`config.mk`:
```
export PLATFORM = sky130hd
export DESIGN_NAME = mem_port_arbiter_flat
export DESIGN_NICKNAME = d
export VERILOG_FILES = /design/src/rtl/mem_port_arbiter_if.sv /design/src/rtl/mem_port_arbiter.sv /design/src/flat_wrapper.sv
export SDC_FILE = /design/constraint.sdc
export NUM_CORES = 1
export LEC_CHECK = 0
export ABC_AREA = 0
export CAP_MARGIN = 30
export CORE_MARGIN = 2
export CORE_UTILIZATION = 44
export DETAILED_ROUTE_END_ITERATION = 10
export PLACE_DENSITY = 0.91
export SYNTH_ARGS = -nofsm -noshare
export SYNTH_HDL_FRONTEND = slang
export SYNTH_SLANG_ARGS = --single-unit
```
`constraint.sdc`:
```
create_clock -name CLK -period 3.1 [get_ports CLK]
set_clock_uncertainty 0.1 [all_clocks]
set_input_delay 0.62 -clock CLK [delete_from_list [all_inputs] [get_ports CLK]]
set_output_delay 0.62 -clock CLK [all_outputs]
set_load 0.01 [all_outputs]
```
`src/rtl/mem_port_arbiter_if.sv`:
```
// Request, response and memory-side signals shared by the two core ports and the unified RAM.
interface mem_port_arbiter_if #(
    parameter int ADDR_W = 12,
    parameter int DATA_W = 32
);
    logic              i_req;
    logic [ADDR_W-1:0] i_addr;
    logic              i_gnt;
    logic              i_rvalid;
    logic [DATA_W-1:0] i_rdata;

    logic              d_req;
    logic              d_we;
    logic [3:0]        d_be;
    logic [ADDR_W-1:0] d_addr;
    logic [DATA_W-1:0] d_wdata;
    logic              d_gnt;
    logic              d_rvalid;
    logic [DATA_W-1:0] d_rdata;

    logic              M_CSN;
    logic              M_WEN;
    logic [3:0]        M_BE;
    logic [ADDR_W-1:0] M_ADDR;
    logic [DATA_W-1:0] M_DOUT;
    logic [DATA_W-1:0] M_DI;

    logic              busy;

    modport slave (
        input  i_req, i_addr, d_req, d_we, d_be, d_addr, d_wdata, M_DI,
        output i_gnt, i_rvalid, i_rdata, d_gnt, d_rvalid, d_rdata,
        output M_CSN, M_WEN, M_BE, M_ADDR, M_DOUT, busy
    );

    modport master (
        output i_req, i_addr, d_req, d_we, d_be, d_addr, d_wdata, M_DI,
        input  i_gnt, i_rvalid, i_rdata, d_gnt, d_rvalid, d_rdata,
        input  M_CSN, M_WEN, M_BE, M_ADDR, M_DOUT, busy
    );
endinterface

```
`src/rtl/mem_port_arbiter.sv`:
```
// Shares one fixed-latency single-port RAM between the fetch and data ports (IDLE/WAIT/RESP).
// Define ARB_RR_EN for round-robin arbitration; default is data-over-instruction priority.
module mem_port_arbiter #(
    parameter int ADDR_W  = 12,
    parameter int DATA_W  = 32,
    parameter int MEM_LAT = 2
) (
    input logic              CLK,
    input logic              RSTn,
    mem_port_arbiter_if.slave bus
);
    typedef enum logic [1:0] {IDLE, WAIT, RESP} state_t;

    localparam logic [3:0] LAT_M1 = 4'(MEM_LAT - 1);

    state_t            state;
    logic [3:0]        cnt;
    logic              owner_d;
    logic              lat_we;
    logic              i_rvalid_r;
    logic              d_rvalid_r;
    logic              busy_r;
    logic              csn_r;
    logic              wen_r;
    logic [3:0]        be_r;
    logic [ADDR_W-1:0] addr_r;
    logic [DATA_W-1:0] dout_r;
    logic [DATA_W-1:0] i_rdata_r;
    logic [DATA_W-1:0] d_rdata_r;

    logic d_win;
    logic i_gnt_c;
    logic d_gnt_c;

`ifdef ARB_RR_EN
    // High when the instruction port won the most recent grant.
    logic last_i;
    assign d_win = bus.d_req && (!bus.i_req || last_i);
`else
    assign d_win = bus.d_req;
`endif

    assign d_gnt_c = RSTn && (state == IDLE) && d_win;
    assign i_gnt_c = RSTn && (state == IDLE) && bus.i_req && !d_win;

    always_ff @(posedge CLK) begin
        if (!RSTn) begin
            state      <= IDLE;
            cnt        <= '0;
            owner_d    <= 1'b0;
            lat_we     <= 1'b0;
            i_rvalid_r <= 1'b0;
            d_rvalid_r <= 1'b0;
            busy_r     <= 1'b0;
            csn_r      <= 1'b1;
            wen_r      <= 1'b1;
            be_r       <= '0;
            addr_r     <= '0;
            dout_r     <= '0;
            i_rdata_r  <= '0;
            d_rdata_r  <= '0;
`ifdef ARB_RR_EN
            last_i     <= 1'b1;
`endif
        end else begin
            i_rvalid_r <= 1'b0;
            d_rvalid_r <= 1'b0;
            case (state)
                IDLE: begin
                    if (d_gnt_c || i_gnt_c) begin
                        state   <= WAIT;
                        cnt     <= LAT_M1;
                        owner_d <= d_gnt_c;
                        lat_we  <= d_gnt_c && bus.d_we;
                        busy_r  <= 1'b1;
                        csn_r   <= 1'b0;
                        wen_r   <= ~(d_gnt_c && bus.d_we);
                        // Fetches always read the whole word.
                        be_r    <= d_gnt_c ? bus.d_be    : 4'hF;
                        addr_r  <= d_gnt_c ? bus.d_addr  : bus.i_addr;
                        dout_r  <= d_gnt_c ? bus.d_wdata : '0;
`ifdef ARB_RR_EN
                        last_i  <= i_gnt_c;
`endif
                    end
                end
                WAIT: begin
                    if (cnt == 4'd0) begin
                        state <= RESP;
                        csn_r <= 1'b1;
                        wen_r <= 1'b1;
                        if (!lat_we) begin
                            if (owner_d) d_rdata_r <= bus.M_DI;
                            else         i_rdata_r <= bus.M_DI;
                        end
                        if (owner_d) d_rvalid_r <= 1'b1;
                        else         i_rvalid_r <= 1'b1;
                    end else begin
                        cnt <= cnt - 4'd1;
                    end
                end
                RESP: begin
                    state  <= IDLE;
                    busy_r <= 1'b0;
                end
                default: state <= IDLE;
            endcase
        end
    end

    assign bus.i_gnt    = i_gnt_c;
    assign bus.d_gnt    = d_gnt_c;
    assign bus.i_rvalid = i_rvalid_r;
    assign bus.d_rvalid = d_rvalid_r;
    assign bus.i_rdata  = i_rdata_r;
    assign bus.d_rdata  = d_rdata_r;
    assign bus.M_CSN    = csn_r;
    assign bus.M_WEN    = wen_r;
    assign bus.M_BE     = be_r;
    assign bus.M_ADDR   = addr_r;
    assign bus.M_DOUT   = dout_r;
    assign bus.busy     = busy_r;
endmodule

```
`src/flat_wrapper.sv`:
```
// flat-port wrapper written by rule: the top's interface ports become plain ports
module mem_port_arbiter_flat 
#(
    parameter int ADDR_W  = 12,
    parameter int DATA_W  = 32,
    parameter int MEM_LAT = 2
)
  (CLK, RSTn, bus_i_req, bus_i_addr, bus_d_req, bus_d_we, bus_d_be, bus_d_addr, bus_d_wdata, bus_M_DI, bus_i_gnt, bus_i_rvalid, bus_i_rdata, bus_d_gnt, bus_d_rvalid, bus_d_rdata, bus_M_CSN, bus_M_WEN, bus_M_BE, bus_M_ADDR, bus_M_DOUT, bus_busy);
  mem_port_arbiter_if #(.ADDR_W(ADDR_W), .DATA_W(DATA_W)) bus_i ();
  input logic CLK;
  input logic RSTn;
  input wire logic [$bits(bus_i.i_req)-1:0] bus_i_req;
  input wire logic [$bits(bus_i.i_addr)-1:0] bus_i_addr;
  input wire logic [$bits(bus_i.d_req)-1:0] bus_d_req;
  input wire logic [$bits(bus_i.d_we)-1:0] bus_d_we;
  input wire logic [$bits(bus_i.d_be)-1:0] bus_d_be;
  input wire logic [$bits(bus_i.d_addr)-1:0] bus_d_addr;
  input wire logic [$bits(bus_i.d_wdata)-1:0] bus_d_wdata;
  input wire logic [$bits(bus_i.M_DI)-1:0] bus_M_DI;
  output wire logic [$bits(bus_i.i_gnt)-1:0] bus_i_gnt;
  output wire logic [$bits(bus_i.i_rvalid)-1:0] bus_i_rvalid;
  output wire logic [$bits(bus_i.i_rdata)-1:0] bus_i_rdata;
  output wire logic [$bits(bus_i.d_gnt)-1:0] bus_d_gnt;
  output wire logic [$bits(bus_i.d_rvalid)-1:0] bus_d_rvalid;
  output wire logic [$bits(bus_i.d_rdata)-1:0] bus_d_rdata;
  output wire logic [$bits(bus_i.M_CSN)-1:0] bus_M_CSN;
  output wire logic [$bits(bus_i.M_WEN)-1:0] bus_M_WEN;
  output wire logic [$bits(bus_i.M_BE)-1:0] bus_M_BE;
  output wire logic [$bits(bus_i.M_ADDR)-1:0] bus_M_ADDR;
  output wire logic [$bits(bus_i.M_DOUT)-1:0] bus_M_DOUT;
  output wire logic [$bits(bus_i.busy)-1:0] bus_busy;
  assign bus_i.i_req = bus_i_req;
  assign bus_i.i_addr = bus_i_addr;
  assign bus_i.d_req = bus_d_req;
  assign bus_i.d_we = bus_d_we;
  assign bus_i.d_be = bus_d_be;
  assign bus_i.d_addr = bus_d_addr;
  assign bus_i.d_wdata = bus_d_wdata;
  assign bus_i.M_DI = bus_M_DI;
  assign bus_i_gnt = bus_i.i_gnt;
  assign bus_i_rvalid = bus_i.i_rvalid;
  assign bus_i_rdata = bus_i.i_rdata;
  assign bus_d_gnt = bus_i.d_gnt;
  assign bus_d_rvalid = bus_i.d_rvalid;
  assign bus_d_rdata = bus_i.d_rdata;
  assign bus_M_CSN = bus_i.M_CSN;
  assign bus_M_WEN = bus_i.M_WEN;
  assign bus_M_BE = bus_i.M_BE;
  assign bus_M_ADDR = bus_i.M_ADDR;
  assign bus_M_DOUT = bus_i.M_DOUT;
  assign bus_busy = bus_i.busy;
  mem_port_arbiter #(.ADDR_W(ADDR_W), .DATA_W(DATA_W), .MEM_LAT(MEM_LAT)) u_core (.CLK(CLK), .RSTn(RSTn), .bus(bus_i));
endmodule
```
After elaboration in Yosys (flattened, before gate mapping)
Index checks and enable logic that the tools add are counted.

Output and inout bits: 119. Input bits: 97. Logic and storage cells: 60. Register bits: 125.

Mux-type cells: 18. Bitwise gates (word level): 3. Equal/unequal tests: 5. $add $sub $neg: 1. Reductions and logical operators: 19.

Operator list (number): 32-bit two-way mux (1); 12-bit two-way mux (1); 4-bit two-way mux (3); 3-bit AND reduction (3); 4-bit case mux with 2 select lines (1); 4-bit AND reduction (2); 1-bit two-way mux (6); 1-bit case mux with 2 select lines (3); 2-bit AND reduction (3); 1-bit logical AND (5); 4-bit zero test (1); 2-bit two-way mux (2); 2-bit inequality test (second input constant) (2); 2-bit case mux with 2 select lines (1); 2-bit nonzero test (2); 4-bit by 1-bit subtractor with 4-bit output (second input constant) (1); 1-bit inverter (3); 2-bit by 1-bit == test with 1-bit output (second input constant) (1); 2-bit == test (second input constant) (1); 2-bit zero test (1); 2-bit by 1-bit inequality test with 1-bit output (second input constant) (1); 1-bit zero test (1); 1-bit logical OR (1).

Depth between registers and ports, before layout
Gate-level depths: netlist (run 1).

Depth in word-level cells: 7. Depth in mapped cells: 7. Mapped depth without buffers: 5.

Least setup slack after synthesis (run 1)
OpenSTA, ideal clock, no wires.

Path type: input to output. Start point: input port RSTn. End point: output port bus_d_gnt. Stages: 4. Data required time: 2380 ps. Arrival: 1340 ps. Path buffers: 1. Setup slack: 1040 ps. Cells stage by stage: nor3b_2 nand2_2 inv_2 buf_4.

Cells in the longest elaborated chain, start to end: 2.

RTL lines: start: declaration (RTL line flat_wrapper.sv:11) `input logic RSTn;`; 1-bit logical AND (2 in a row) (RTL line mem_port_arbiter.sv:43) `assign d_gnt_c = RSTn && (state == IDLE) && d_win;`; end: declaration (RTL line flat_wrapper.sv:23) `output wire logic [$bits(bus_i.d_gnt)-1:0] bus_d_gnt;`.

Every way passes these cells.

Final worst setup path (run 1)
Start point: register u_core.state[1]. End point: output port bus_i_gnt.

Cells in the longest elaborated chain, start to end: 4.

RTL lines: start: declaration (RTL line mem_port_arbiter.sv:16) `state_t state;`; start signal: assignment (RTL line mem_port_arbiter.sv:48) `state <= IDLE;`; start signal: assignment (RTL line mem_port_arbiter.sv:71) `state <= WAIT;`; start signal: assignment (RTL line mem_port_arbiter.sv:89) `state <= RESP;`; 2-bit zero test (RTL line mem_port_arbiter.sv:44) `assign i_gnt_c = RSTn && (state == IDLE) && bus.i_req && !d_win;`; 1-bit logical AND (3 in a row) (RTL line mem_port_arbiter.sv:44); end: declaration (RTL line flat_wrapper.sv:20) `output wire logic [$bits(bus_i.i_gnt)-1:0] bus_i_gnt;`.

Every way passes these cells.

==> impl_metrics.env, run 1 <==
export IMPL_fin_tns_setup_ns=0
export IMPL_synth_area_um2=4520
export IMPL_drv_slew=0
export IMPL_synth_most_common_cell="dfxtp_1"
export IMPL_ir_drop_v=0.000294
export IMPL_port_buffers=215
export IMPL_combinationalPowerShare=0.204
export IMPL_min_period_ns=2.77
export IMPL_critPathLaunchType="register"
export IMPL_internal_power_uw=3370
export IMPL_synthXorXnorAreaFrac=0
export IMPL_wl_per_cell_um=15.4
export IMPL_chipHeight_um=105
export IMPL_crit_slowest_cell="clkdlybuf4s50_1"
export IMPL_synth_nets=593
export IMPL_powerDensity_nw_per_um2=639
export IMPL_ys_flop_type="dfxtp_1"
export IMPL_post_cts_setup_buffers=0
export IMPL_dr_pass1_iters=5
export IMPL_max_freq_ghz=0.361
export IMPL_antenna_found_initial=0
export IMPL_cts_made_buffers=17
export IMPL_die_w_um=105
export IMPL_critPathTopFamily="simple AND/OR/NAND/NOR gates"
export IMPL_required_ns=2.38
export IMPL_synthMuxAreaShare=0
export IMPL_yosysTopAreaCell="dfxtp_1"
export IMPL_endpoint_kind="output port"
export IMPL_cts_root_buf="clkbuf_8"
export IMPL_routed_via_count=4416
export IMPL_io_pins=216
export IMPL_syn_area_per_cell_um2=9.15
export IMPL_grtUsageTotal=0.237
export IMPL_clk_latency_ns=0.50
export IMPL_synth_edf_count=0
export IMPL_clkPwrFrac=0.394
export IMPL_die_area_um2=11100
export IMPL_ant_nets=0
export IMPL_rsz0062_at_grt="false"
export IMPL_grt_overflow_total=0
export IMPL_p_sw_frac=0.274
export IMPL_final_layout_size_suffix_gt1_frac=0.0734
export IMPL_drt_iter0_markers=265
export IMPL_seq_power_share=0.402
export IMPL_grt_max_degree=88
export IMPL_grt_pass1_vias=4264
export IMPL_synth_seq_cells=125
export IMPL_stdcell_count=844
export IMPL_setup_violations=0
export IMPL_dpl_hpwl_mm=8.82
export IMPL_final_hold_viol_count=0
export IMPL_tightestPinTransition_ns=0.795
export IMPL_worst_setup_path_type="reg2out"
export IMPL_clk_pin_slew_ns=0.06
export IMPL_synthTopCellsByArea="dfxtp_1, nand3_1, o21ai_1"
export IMPL_crit_chain="nor3b_2 > and3b_1 > clkdlybuf4s50_1"
export IMPL_synth_top_family_by_area="simple AND/OR/NAND/NOR gates"
export IMPL_arrival_ns=2.05
export IMPL_synth_simple_area_share=0.201
export IMPL_crit_buf_inv=1
export IMPL_crit_fanout=4
export IMPL_synth_fa_ha_area_frac=0.00553
export IMPL_synthTopCellsByCount="dfxtp_1, nand2_1, nand3_1, o21ai_1, nor2b_1"
export IMPL_area_delta_synth_final_pct=60.6
export IMPL_gp_congestion=0.803
export IMPL_cts_buffer_depth=2
export IMPL_ys_types=38
export IMPL_hold_class="reg2reg"
export IMPL_fill_cells=706
export IMPL_cts_hold_buf=0
export IMPL_routed_wl_mm=13.0
export IMPL_synth_compound_area_frac=0.191
export IMPL_finalPower_uw=4640
export IMPL_postCtsResizedCells=0
export IMPL_core_rowCount=37
export IMPL_clock_sinks=125
export IMPL_status="finished, final reports clean"
export IMPL_syn_inst=494
export IMPL_slew_headroom=0.470
export IMPL_yosys_warnings=0
export IMPL_period_share=0.892
export IMPL_synthArstFlopShare=0
export IMPL_fin_nets=794
export IMPL_leakagePower_uw=0.00263
export IMPL_floorplan_initialDensity=0.446
export IMPL_max_stage_delay_ns=0.54
export IMPL_cts_tree="yes"
export IMPL_htree_levels=4
export IMPL_diodes=0
export IMPL_cap_violations=0
export IMPL_ys_seq_area_frac=0.553
export IMPL_viasPerCell=5.23
export IMPL_grt_pass1_wl_mm=21.0
export IMPL_netlist_area_leader_share=0.553
export IMPL_dp_cells=812
export IMPL_core_region_area_um2=10100
export IMPL_drc=0
export IMPL_switchingPower_uw=1270
final cells by class:
type,instances,area (um^2),share of cell area
flip-flops and latches,125,2500,0.345
repair buffers,223,2210,0.304
multi-input cells,324,1810,0.249
clock buffers,19,442,0.0608
well taps,136,170,0.0234
clock inverters,13,116,0.0160
inverters,4,15.0,0.00207
flip-flops by register name, indices dropped and copies added (netlist names):
| name | cells |
|---|---|
| u_core.owner_d | 1 |
| u_core.bus.busy | 1 |
| u_core.bus.d_rdata | 32 |
| u_core.bus.M_CSN | 1 |
| u_core.bus.M_BE | 4 |
| u_core.bus.M_ADDR | 12 |
| u_core.bus.M_DOUT | 32 |
| u_core.bus.i_rvalid | 1 |
| u_core.lat_we | 1 |
| u_core.bus.i_rdata | 32 |
| u_core.bus.d_rvalid | 1 |
| u_core.state | 2 |
| u_core.cnt | 4 |
| u_core.bus.M_WEN | 1 |
worst reg2reg max path, stage by stage (launching register included):
cell	delay [ns]
dfxtp_1	0.39
inv_1	0.09
ha_1	0.28
nand4b_2	0.11
buf_4	0.48
nand3_1	0.27
o21ai_1	0.18
routing by layer:
metal | vias up | GRT usage | routed length (um)
li1 | 2153 | - | -
met1 | 2049 | 0.271 | 5100
met2 | 198 | 0.406 | 6610
met3 | 16 | 0.0742 | 1060
met4 | 0 | 0.101 | 266
met5 | - | 0 | 0
power by group through the flow:
stage / Clock [uW] / Combinational [uW] / Sequential (uW)
3_3_place_gp: 0 / 915 / 1890
6_report: 1830 / 944 / 1870
2_1_floorplan: 0 / 401 / 1950
4_1_cts: 1870 / 950 / 1870
5_1_grt: 1940 / 1020 / 1880
3_5_place_dp: 0 / 942 / 1900
final timing paths:
kind	cells after the start	to	slack [ns]	startpoint
min	2	u_core.bus.i_rdata[12]$_SDFFE_PN0P_	0.36	u_core.bus.i_rdata[12]$_SDFFE_PN0P_
min reg2reg	2	u_core.bus.i_rdata[12]$_SDFFE_PN0P_	0.36	u_core.bus.i_rdata[12]$_SDFFE_PN0P_
max reg2reg	6	u_core.bus.d_rdata[0]$_SDFFE_PN0P_	1.12	u_core.cnt[0]$_SDFFE_PN0P_
max	3	bus_i_gnt	0.33	u_core.state[1]$_SDFFE_PN0P_
layout by cell type, fill, tap and decap left out, types with 9 or more instances in the layout:
master           instances
nor2b_1                 33
clkdlybuf4s50_1        214
nand2_1                 66
clkbuf_16               16
o21ai_0                 16
nand3_1                 65
a31oi_1                 13
a22oi_1                 32
buf_4                    9
o21ai_1                 64
dfxtp_1                125
through the flow:
step	cell area [um^2]	util	hold slack, ns	worst slack [ns]
global placement	6700	0.661	0.343	0.462
finish	7260	0.716	0.356	0.333
detailed placement	6700	0.661	0.350	0.452
global route	7260	0.716	0.375	0.259
CTS	7260	0.716	0.359	0.301
floorplan	4520	-	0.339	1.04
cell families (layout without fill, tap and decap cells):
logic type               Yosys count  in the layout
flip-flops                       125            125
adder cells (fa/ha/maj)            2              2
AND/OR/NAND/NOR                  180            180
AO/OA/AOI/OAI                    142            142
buffers and inverters             45            259
(Power assumes the default switching activity.)
==> run 2, diff against run 1 <==
CTS_CLUSTER_SIZE = 30   (was not set)
GPL_ROUTABILITY_DRIVEN = 0   (was not set)
REMOVE_ABC_BUFFERS = 1   (was not set)
==> run 2 against run 1 <==
Effect of this change: global-route usage decreased by 0.35 points; utilization about the same; critical path type unchanged; maximum frequency increased by 2.8%.
==> impl_metrics.env, run 2 (synthesis results as in run 1) <==
export IMPL_routed_via_count=4336
export IMPL_chipHeight_um=105
export IMPL_grt_max_degree=80
export IMPL_min_path_cells=2
export IMPL_slew_headroom=0.464
export IMPL_die_w_um=105
export IMPL_critPathLaunchType="register"
export IMPL_antenna_found_initial=0
export IMPL_core_rowCount=37
export IMPL_arrival_ns=1.97
export IMPL_setup_violations=0
export IMPL_cts_hold_buf=0
export IMPL_fin_tns_setup_ns=0
export IMPL_grt_overflow_total=0
export IMPL_crit_chain="nor3b_2 > and3b_1 > clkdlybuf4s50_1"
export IMPL_period_share=0.868
export IMPL_post_cts_setup_buffers=0
export IMPL_min_from="u_core.bus.i_rdata[25]$_SDFFE_PN0P_"
export IMPL_htree_levels=4
export IMPL_hold_class="reg2reg"
export IMPL_clk_latency_ns=0.49
export IMPL_min_to="u_core.bus.i_rdata[25]$_SDFFE_PN0P_"
export IMPL_final_hold_viol_count=0
export IMPL_clock_sinks=125
export IMPL_routed_wl_mm=13.0
export IMPL_drt_iter0_markers=239
export IMPL_ff2ff_setup_slack_ns=0.67
export IMPL_final_layout_size_suffix_gt1_frac=0.0706
export IMPL_status="finished, final reports clean"
export IMPL_grtUsageTotal=0.233
export IMPL_endpoint_kind="output port"
export IMPL_fin_nets=795
export IMPL_dp_cells=813
export IMPL_wl_met3_mm=1.10
export IMPL_crit_slowest_cell="clkdlybuf4s50_1"
export IMPL_core_region_area_um2=10100
export IMPL_postCtsResizedCells=0
export IMPL_rr_worst_depth=5
export IMPL_finalPower_uw=4660
export IMPL_cts_buffer_depth=2
export IMPL_diodes=0
export IMPL_final_cell_mix="clkdlybuf4s50_1, dfxtp_1, nand2_1, nand3_1, o21ai_1"
export IMPL_die_area_um2=11100
export IMPL_powerDensity_nw_per_um2=641
export IMPL_stdcell_count=844
export IMPL_rr_startpoint="u_core.state[0]$_SDFFE_PN0P_"
export IMPL_crit_fanout=4
export IMPL_max_freq_ghz=0.372
export IMPL_dr_pass1_iters=5
export IMPL_final_common_cell="clkdlybuf4s50_1"
export IMPL_min_period_ns=2.69
export IMPL_cts_root_buf="clkbuf_8"
export IMPL_cts_tree="yes"
export IMPL_wl_per_cell_um=15.4
export IMPL_floorplan_initialDensity=0.446
export IMPL_viasPerCell=5.14
export IMPL_cts_made_buffers=17
export IMPL_dr_wl_met2_mm=6.42
export IMPL_tightestPinTransition_ns=0.803
export IMPL_rsz0062_at_grt="false"
export IMPL_rr_endpoint="u_core.bus.i_rdata[4]$_SDFFE_PN0P_"
export IMPL_routed_top_layer="met4"
export IMPL_grt_pass1_vias=4320
export IMPL_clk_pin_slew_ns=0.06
export IMPL_worst_setup_path_type="reg2out"
export IMPL_io_pins=216
export IMPL_ant_nets=0
export IMPL_max_stage_delay_ns=0.54
export IMPL_leakagePower_uw=0.00263
export IMPL_setup_slack_ns=0.409
export IMPL_drc=0
export IMPL_grt_pass1_wl_mm=20.9
export IMPL_drv_slew=0
export IMPL_area_delta_synth_final_pct=60.7
export IMPL_preCtsSetupSlack_ns=0.435
export IMPL_required_ns=2.38
export IMPL_m1WireLength_mm=5.15
export IMPL_cap_violations=0
export IMPL_ir_drop_v=0.000345
export IMPL_dpl_hpwl_mm=8.96
export IMPL_port_buffers=215
run 2: changes by cell type in the layout (fill, tap and decap cells not counted), sizes merged:
| cell | change |
|---|---|
| clkinv | -1 |
| buf | +1 |
| clkbuf | +1 |
| inv | -2 |
| bufinv | +1 |
run 2: worst max-delay path, delay by kind of cell, from the launching register on:
kind | cells | cell delay (ns)
and+or+nand+nor | 2 | 0.57
DFF | 1 | 0.36
buffers and inverters | 1 | 0.54
run 2: power by group:
part / switching (uW) / internal (uW)
clock network: 690 / 1160
logic: 458 / 496
registers: 93.0 / 1770
run 2: cell type report:
| cell class | count | area (um^2) |
|---|---|---|
| multi-input combinational | 324 | 1810 |
| timing repair buffer | 224 | 2220 |
| tap | 136 | 170 |
| sequential | 125 | 2500 |
| clock buffer | 20 | 435 |
| fill | 736 | 2870 |
| clock inverter | 11 | 120 |
| inverter | 4 | 15.0 |
run 2: stage by stage:
| step | utilization | hold WS (ns) | instance area [um^2] |
|---|---|---|---|
| after floorplan | - | 0.339 | 4320 |
| after global placement | 0.662 | 0.343 | 6710 |
| after detailed placement | 0.662 | 0.351 | 6710 |
| after CTS | 0.717 | 0.360 | 7270 |
| after global routing | 0.717 | 0.376 | 7270 |
| final | 0.717 | 0.355 | 7270 |
run 2: how the worst max path moves through the flow:
stage | from | end | slack (ns) | cells after the start
after floorplan | u_core.state[1]$_SDFFE_PN0P_ | u_core.bus.i_rdata[0]$_SDFFE_PN0P_ | 0.24 | 4
after global placement | bus_d_req | bus_i_gnt | 0.46 | 3
after detailed placement | bus_d_req | bus_i_gnt | 0.43 | 3
after CTS | u_core.state[1]$_SDFFE_PN0P_ | bus_i_gnt | 0.38 | 3
after global routing | u_core.state[1]$_SDFFE_PN0P_ | bus_i_gnt | 0.32 | 3
final | u_core.state[1]$_SDFFE_PN0P_ | bus_i_gnt | 0.41 | 3
run 2: layer usage:
metal	track usage	vias to the layer above
li1	-	2147
met1	0.260	1983
met2	0.399	181
met3	0.0909	25
met4	0.0905	0
met5	0	-
